--- config.mk ---
export PLATFORM = sky130hd
export DESIGN_NAME = serial_pattern_tx
export DESIGN_NICKNAME = d
export VERILOG_FILES = /design/src/rtl/serial_pattern_tx.sv
export SDC_FILE = /design/constraint.sdc
export NUM_CORES = 1
export LEC_CHECK = 0
export CAP_MARGIN = 25
export CORE_AREA = 3 3 63 94
export CTS_CLUSTER_SIZE = 8
export DETAILED_ROUTE_END_ITERATION = 16
export DIE_AREA = 0 0 66 97
export PLACE_DENSITY = 0.83
export SYNTH_ARGS = -nofsm -noshare
export SYNTH_HDL_FRONTEND = slang
export SYNTH_SLANG_ARGS = --single-unit
--- constraint.sdc ---
create_clock -name clk -period 2.05 [get_ports clk]
set_input_delay 0.41 -clock clk [delete_from_list [all_inputs] [get_ports clk]]
set_output_delay 0.41 -clock clk [all_outputs]
set_load 0.02 [all_outputs]
--- src/rtl/serial_pattern_tx.sv ---
// Bit-serial pattern transmitter: shifts a loaded word out MSB-first with optional
// gap-separated repeats, and counts detector hits seen while bits are on the line.
module serial_pattern_tx #(
  parameter int WIDTH = 8,
  parameter int LEN_W = 4,
  parameter int REP_W = 4,
  parameter int CNT_W = 8
) (
  input  logic             clk,
  input  logic             reset,
  input  logic             load_valid,
  output logic             load_ready,
  input  logic [WIDTH-1:0] pattern,
  input  logic [LEN_W-1:0] length,
  input  logic [REP_W-1:0] repeats,
  input  logic             abort,
  output logic             x_out,
  output logic             x_valid,
  input  logic             y_in,
  output logic             busy,
  output logic             done,
  output logic [CNT_W-1:0] y_count
);

  typedef enum logic [1:0] {IDLE, SEND, GAP, DONE} state_t;

  localparam logic [LEN_W-1:0] FULL_LEN = LEN_W'(WIDTH);
  localparam logic [CNT_W-1:0] CNT_MAX  = '1;

  state_t           state, state_next;
  logic [WIDTH-1:0] aligned_reg, shift_reg, aligned;
  logic [LEN_W-1:0] len_reg, bit_cnt, eff_len;
  logic [REP_W-1:0] rep_cnt;
  logic             accept;

  assign load_ready = (state == IDLE);
  assign busy       = (state != IDLE);
  assign accept     = load_valid && load_ready;

  // Left-justify the valid bits so the first bit to send always sits at the MSB.
  always_comb begin
    eff_len = ((length == '0) || (length > FULL_LEN)) ? FULL_LEN : length;
    aligned = pattern << (FULL_LEN - eff_len);
  end

  always_ff @(posedge clk or posedge reset) begin
    if (reset) state <= IDLE;
    else       state <= state_next;
  end

  always_comb begin
    state_next = state;
    case (state)
      IDLE: if (accept) state_next = SEND;
      SEND: begin
        if (abort)                state_next = IDLE;
        else if (bit_cnt == '0)   state_next = (rep_cnt != '0) ? GAP : DONE;
      end
      GAP:  state_next = abort ? IDLE : SEND;
      DONE: state_next = IDLE;
      default: state_next = IDLE;
    endcase
  end

  always_ff @(posedge clk or posedge reset) begin
    if (reset) begin
      aligned_reg <= '0;
      shift_reg   <= '0;
      len_reg     <= '0;
      bit_cnt     <= '0;
      rep_cnt     <= '0;
      x_out       <= 1'b0;
      x_valid     <= 1'b0;
      done        <= 1'b0;
      y_count     <= '0;
    end else begin
      x_out   <= 1'b0;
      x_valid <= 1'b0;
      done    <= (state_next == DONE);
      case (state)
        IDLE: if (accept) begin
          aligned_reg <= aligned;
          len_reg     <= eff_len;
          rep_cnt     <= repeats;
          y_count     <= '0;
          shift_reg   <= aligned << 1;
          bit_cnt     <= eff_len - LEN_W'(1);
          x_out       <= aligned[WIDTH-1];
          x_valid     <= 1'b1;
        end
        SEND: begin
          if (y_in && (y_count != CNT_MAX)) y_count <= y_count + CNT_W'(1);
          if (state_next == SEND) begin
            shift_reg <= shift_reg << 1;
            bit_cnt   <= bit_cnt - LEN_W'(1);
            x_out     <= shift_reg[WIDTH-1];
            x_valid   <= 1'b1;
          end
        end
        GAP: if (state_next == SEND) begin
          rep_cnt   <= rep_cnt - REP_W'(1);
          shift_reg <= aligned_reg << 1;
          bit_cnt   <= len_reg - LEN_W'(1);
          x_out     <= aligned_reg[WIDTH-1];
          x_valid   <= 1'b1;
        end
        default: ;
      endcase
    end
  end

endmodule

==> results.ini, run 1 <==
[final_layout]
layout-drive-gt1-share_pct=28.9
n_fill_cell=364
final_cell_area_mm2=0.00351
area_growth_pct=38.7
nets=360
final_cells=397
num_antenna_cells=0

[worst_setup_path]
critPathLaunchType=flop
critical_path_arrival_ns=2.31
critical_path.top_delay_family=compound AO/OA/AOI/OAI gates
path_cells=or4_4, a21oi_2, o221ai_2, o21ai_2, buf_6, mux2_4
critPathBufInv=1
cp_slowest_cell=or4_4
cpPeakStageDelay_ns=0.52
worstSetupPathType=reg2reg
cp_max_fo=7
end_kind=flop
required_ns=2.23

[floorplanning]
initial_core_util_pct=49.0
die_h_um=97
num_rows=32
core_area_mm2=0.00516
io_pins=34
die_w_um=66
die_area_mm2=0.00640

[run_status]
outcome=finished with violations
violations=negative setup slack

[place]
place_congestion=0.832
placed_area_mm2=0.00327
dp.cells=388
io_buffers=33
dpl.hpwl_um=4620

[min_path]
hold_class=reg2reg

[timing]
worst_slack_ns=-0.0843
drv_slew=0
hold_viol_final=0
fin_crit_ns=2.13
setup_violations=10
fmaxAchievable_ghz=0.469
rsz0062_at_grt=yes
skew_ns=0.0121
worst_pin_slew_ns=0.509
slew_headroom_pct=66.1
fin_crit_sh_pct=104

[grt]
grt_first_pass_wirelength_um=10700
grt_pass1_vias=2455
gr-usage-all-layers_pct=20.9
gr-total-overflow=0
antenna_found_initial=0
grt_max_degree=41

[logic_synthesis]
yosysMostFrequentCell=dfrtp_1
synth_seq_cells=40
ys_top_cells_by_count=dfrtp_1 (40), nand2_1 (27), o21ai_0 (14)
async_flop_share_pct=100
synth_top_area_share_pct=39.5
avgSynthCellArea_um2=9.93
synth_seq_area_share_pct=39.5
ys_warn_count=0
synth_cells=255
synth_top_cell_by_area=dfrtp_1
yosysUniqueCellTypes=49
syn-cell-area_mm2=0.00253
synthTopCellsByArea=dfrtp_1 (40%), mux2_4 (5.3%), ha_1 (4.9%), mux4_2 (4.4%), mux2i_1 (4.3%)
syn_nets=286
ys.flop_type=dfrtp_1
synth-edff-count=0

[cts]
path_clk_slew_ns=0.08
hold_buffers=0
clk_path_buf_depth=2
cts_root_buf=clkbuf_8
cts_tree=built
cts_buffers=5
htreeDepth=2
clk_latency_ns=0.30
clock_sinks=40

[detailed_routing]
vias_per_cell=5.79
drc=0
top_layer=met4
dr.pass1.iters=4
vias=2300
wl_met2_um=3600
met3WireLength_um=248
drtAntennaViolNets=0
drt_iter0_markers=179
m1WireLength_um=2420
wl_per_cell_um=16.2
detail_route.wirelength_um=6450

[job]
drv_cap=0

[pwr]
powerDensity_mw_per_mm2=1330
p_leak_nw=1.52
vdd_drop_max_mv=0.638

## logic make-up (layout without fill, tap and decap cells)
group / after synthesis / count (layout) / synth area share [%]
XOR/XNOR: 7 / 7 / 2.72
flip-flops: 40 / 40 / 39.5
AO/OA/AOI/OAI: 61 / 61 / 16.3
buffers and inverters: 30 / 104 / 5.19
adder cells (fa/ha/maj): 10 / 10 / 4.94
multiplexers: 28 / 28 / 15.5
AND/OR/NAND/NOR: 79 / 79 / 15.9
## stage by stage
stage          utilization, %  TNS, ns  hold slack (ns)  total power [W]  worst slack (ns)
2_1_floorplan               -  -0.0995            0.444          0.00275           -0.0995
3_3_place_gp             63.4    -4.74            0.463          0.00356            -0.422
3_5_place_dp             63.4    -5.64            0.475          0.00368            -0.440
4_1_cts                  66.4        0            0.489          0.00447           0.00334
5_1_grt                  68.0   -0.852            0.520          0.00492            -0.112
6_report                 68.0   -0.662            0.486          0.00466           -0.0843
## layout by cell type (no fill, tap or decap), drive strengths merged, types with 5 or more instances in the layout
| cell | netlist | final |
|---|---|---|
| a21oi | 14 | 14 |
| mux2 | 12 | 12 |
| nor2 | 11 | 11 |
| mux4 | 5 | 5 |
| nand2 | 27 | 27 |
| o21ai | 16 | 16 |
| dfrtp | 40 | 40 |
| buf | 5 | 48 |
| inv | 15 | 15 |
| or4 | 5 | 5 |
| mux2i | 11 | 11 |
| o31ai | 7 | 7 |
| ha | 10 | 10 |
| nand3 | 10 | 10 |
| clkdlybuf4s50 | 0 | 29 |
| clkbuf | 9 | 5 |
| nor3b | 9 | 9 |
## where the power goes
group          leakage [nW]  switching (W)  internal (W)
Sequential            0.510       0.000232       0.00109
Combinational         0.949        0.00123       0.00134
Clock                0.0642       0.000280      0.000479
Total                  1.52        0.00174       0.00291
## worst min-delay path, stage by stage, from the launching register on
cell	delay, ns
dfrtp_1	0.34
nand2_1	0.05
o21ai_0	0.06
## repair_timing
item	4_1_cts	5_1_grt
gates resized for setup	11	15
endpoints found under the setup margin	14	17
pin swaps	3	3
setup buffers	1	1
## worst paths after layout
| path | startpoint | endpoint | slack (ns) | cells after the start |
|---|---|---|---|---|
| worst max-delay path | bit_cnt[1] | shift_reg[6] | -0.08 | 6 |
| worst min-delay path | len_reg[1] | len_reg[1] | 0.49 | 2 |
| worst max register to register | bit_cnt[1] | shift_reg[6] | -0.08 | 6 |
| worst min register to register | len_reg[1] | len_reg[1] | 0.49 | 2 |
| max in group asynchronous | reset | state[0] | 1.10 | 3 |
| min in group asynchronous | reset | y_count[1] | 0.57 | 3 |
## cell type report
class | count | area, µm² | share of cell area (%)
multi-input cells | 185 | 1520 | 43.3
flip-flops and latches | 40 | 1000 | 28.5
repair buffers | 81 | 706 | 20.1
well taps | 68 | 85.1 | 2.42
clock buffers | 5 | 68.8 | 1.96
inverters | 16 | 67.6 | 1.92
clock inverters | 2 | 60.1 | 1.71
## routing by layer
metal	vias up	global-route usage [%]
li1	1077	-
met1	1136	21.7
met2	72	38.8
met3	15	3.60
met4	0	10.3
met5	-	0
Note: power is estimated with default switching activity, not from simulation.
==> run 2, diff against run 1 <==
Settings changed: SKIP_CTS_REPAIR_TIMING from default to 1.
==> results.ini, run 2 (synthesized netlist as in run 1, its figures left out) <==
[run_status]
outcome=finished with violations  ; unchanged
violations=negative setup slack  ; unchanged

[floorplanning]
die_h_um=97  ; unchanged
die_w_um=66  ; unchanged
io_pins=34  ; unchanged
initial_core_util_pct=49.0  ; unchanged
core_area_mm2=0.00516  ; unchanged
die_area_mm2=0.00640  ; unchanged
num_rows=32  ; unchanged

[final_layout]
final_cell_area_mm2=0.00358  ; was 0.00351 mm²
num_antenna_cells=0  ; unchanged
final_common_cell=buf_4  ; unchanged
area_growth_pct=41.6  ; was 38.7%
final_cell_mix=buf_4 (48), dfrtp_1 (40), clkdlybuf4s50_1 (28)  ; was buf_4 (45), dfrtp_1 (39), clkdlybuf4s50_1 (29)
layout-drive-gt1-share_pct=29.9  ; was 28.9%
nets=365  ; was 360

[timing]
worst_slack_ns=-0.0394  ; was -0.0843 ns
skew_ns=0.0124  ; was 0.0121 ns
worst_pin_slew_ns=0.514  ; was 0.509 ns
fin_crit_sh_pct=102  ; was 104%
rsz0062_at_grt=yes  ; unchanged
setup_violations=13  ; was 10
fmaxAchievable_ghz=0.479  ; was 0.469 GHz
drv_slew=0  ; unchanged
fin_crit_ns=2.09  ; was 2.13 ns
holdWs_ns=0.487  ; was 0.486 ns
hold_viol_final=0  ; unchanged
slew_headroom_pct=65.7  ; was 66.1%

[pwr]
power.internal_w=0.00294  ; was 0.00291 W
p_sw_w=0.00177  ; was 0.00174 W
comb_power_share_pct=55.9  ; was 55.2%
p_leak_nw=1.59  ; was 1.52 nW
finalPower_w=0.00471  ; was 0.00466 W
netSwitchingFraction_pct=37.7  ; was 37.4%
vdd_drop_max_mv=0.593  ; was 0.638 mV
clkPwrFrac_pct=16.1  ; was 16.3%
seqPwrFrac_pct=28.0  ; was 28.5%
powerDensity_mw_per_mm2=1310  ; was 1330 mW/mm²

[place]
place_congestion=0.832  ; unchanged
place_ws_ns=-0.440  ; unchanged
dpl.hpwl_um=4620  ; unchanged
io_buffers=33  ; unchanged
placed_area_mm2=0.00327  ; unchanged

[worst_setup_path]
cpPeakStageDelay_ns=0.41  ; was 0.52 ns
cp_common_cell=buf_4
required_ns=2.23  ; about the same
worstSetupPathType=reg2reg  ; unchanged
critPathLaunchType=flop  ; unchanged
cp_max_fo=8  ; was 7
cp_slowest_cell=dfrtp_1  ; was or4_4
path_cells=buf_4, ha_4, nor2_1, a21oi_2, o221ai_2, o21ai_2, buf_4, mux2_4  ; was or4_4, a21oi_2, o221ai_2, o21ai_2, buf_6, mux2_4
end_kind=flop  ; unchanged
critical_path_arrival_ns=2.27  ; was 2.31 ns

[cts]
clk_latency_ns=0.30  ; about the same
clk_path_buf_depth=2  ; unchanged
cts_tree=built  ; unchanged
path_clk_slew_ns=0.08  ; about the same
clock_sinks=40  ; unchanged
cts_buffers=5  ; unchanged
cts_root_buf=clkbuf_8  ; unchanged
htreeDepth=2  ; unchanged

[grt]
grt_pass1_vias=2440  ; was 2455
antenna_found_initial=0  ; unchanged
grt_first_pass_wirelength_um=10500  ; was 10700 µm
gr-total-overflow=0  ; unchanged
grt_max_degree=41  ; unchanged
gr-usage-all-layers_pct=20.6  ; was 20.9%

[job]
drv_cap=0  ; unchanged

[detailed_routing]
dr.pass1.iters=4  ; unchanged
drtAntennaViolNets=0  ; unchanged
wl_per_cell_um=17.3  ; was 16.2 µm
vias=2303  ; was 2300
drt_iter0_markers=153  ; was 179
detail_route.wirelength_um=6960  ; was 6450 µm
vias_per_cell=5.73  ; was 5.79
drc=0  ; unchanged

[min_path]
hold_class=reg2reg  ; unchanged

==> run 2: routing by layer <==
layer | vias to the layer above | global-route usage [%] | wire length (µm)
met5 | - | 0 | 0
met4 | 0 | 9.86 | 149
met3 | 12 | 3.48 | 289
met2 | 65 | 38.5 | 3910
met1 | 1141 | 21.2 | 2610
li1 | 1085 | - | -
==> run 2: worst paths after layout <==
check | start | end | slack [ns] | cells after the start
hold / removal | len_reg[1] | len_reg[1] | 0.49 | 2
hold reg to reg | len_reg[1] | len_reg[1] | 0.49 | 2
setup reg to reg | state[1] | bit_cnt[0] | -0.04 | 8
min in group asynchronous | reset | bit_cnt[2] | 0.57 | 3
max in group asynchronous | reset | bit_cnt[0] | 1.11 | 3
setup / recovery | state[1] | bit_cnt[0] | -0.04 | 8
==> run 2: layout make-up <==
type	instances	area, µm²
Clock inverter	2	60.1
Inverter	16	67.6
Fill cell	356	1580
Sequential cell	40	1000
Timing Repair Buffer	86	777
Clock buffer	5	68.8
Tap cell	68	85.1
Multi-Input combinational cell	185	1530
==> run 2: metrics by stage <==
| stage | std cells | util, % | setup TNS, ns |
|---|---|---|---|
| floorplan | 255 | - | -0.0995 |
| detailed placement | 388 | 63.4 | -5.64 |
| global route | 402 | 69.4 | -0.957 |
| global placement | 388 | 63.4 | -4.74 |
| CTS | 395 | 65.9 | -1.38 |
| finish | 402 | 69.4 | -0.350 |
==> run 2: power groups by stage <==
stage	Combinational, W	Sequential, W	Clock (W)
after floorplan	0.00142	0.00133	0
after global placement	0.00227	0.00129	0
after detailed placement	0.00237	0.00131	0
after CTS	0.00239	0.00130	0.000762
after global routing	0.00283	0.00135	0.000799
final	0.00263	0.00132	0.000757
==> run 2: worst max-delay path, delay by kind of cell (launching register included) <==
kind                       cells  cell delay (ns)
adders and majority gates      1             0.19
DFF                            1             0.41
and+or+nand+nor                1             0.28
AOI/OAI and AO/OA              3             0.47
muxes                          1             0.29
buffers and inverters          2             0.34
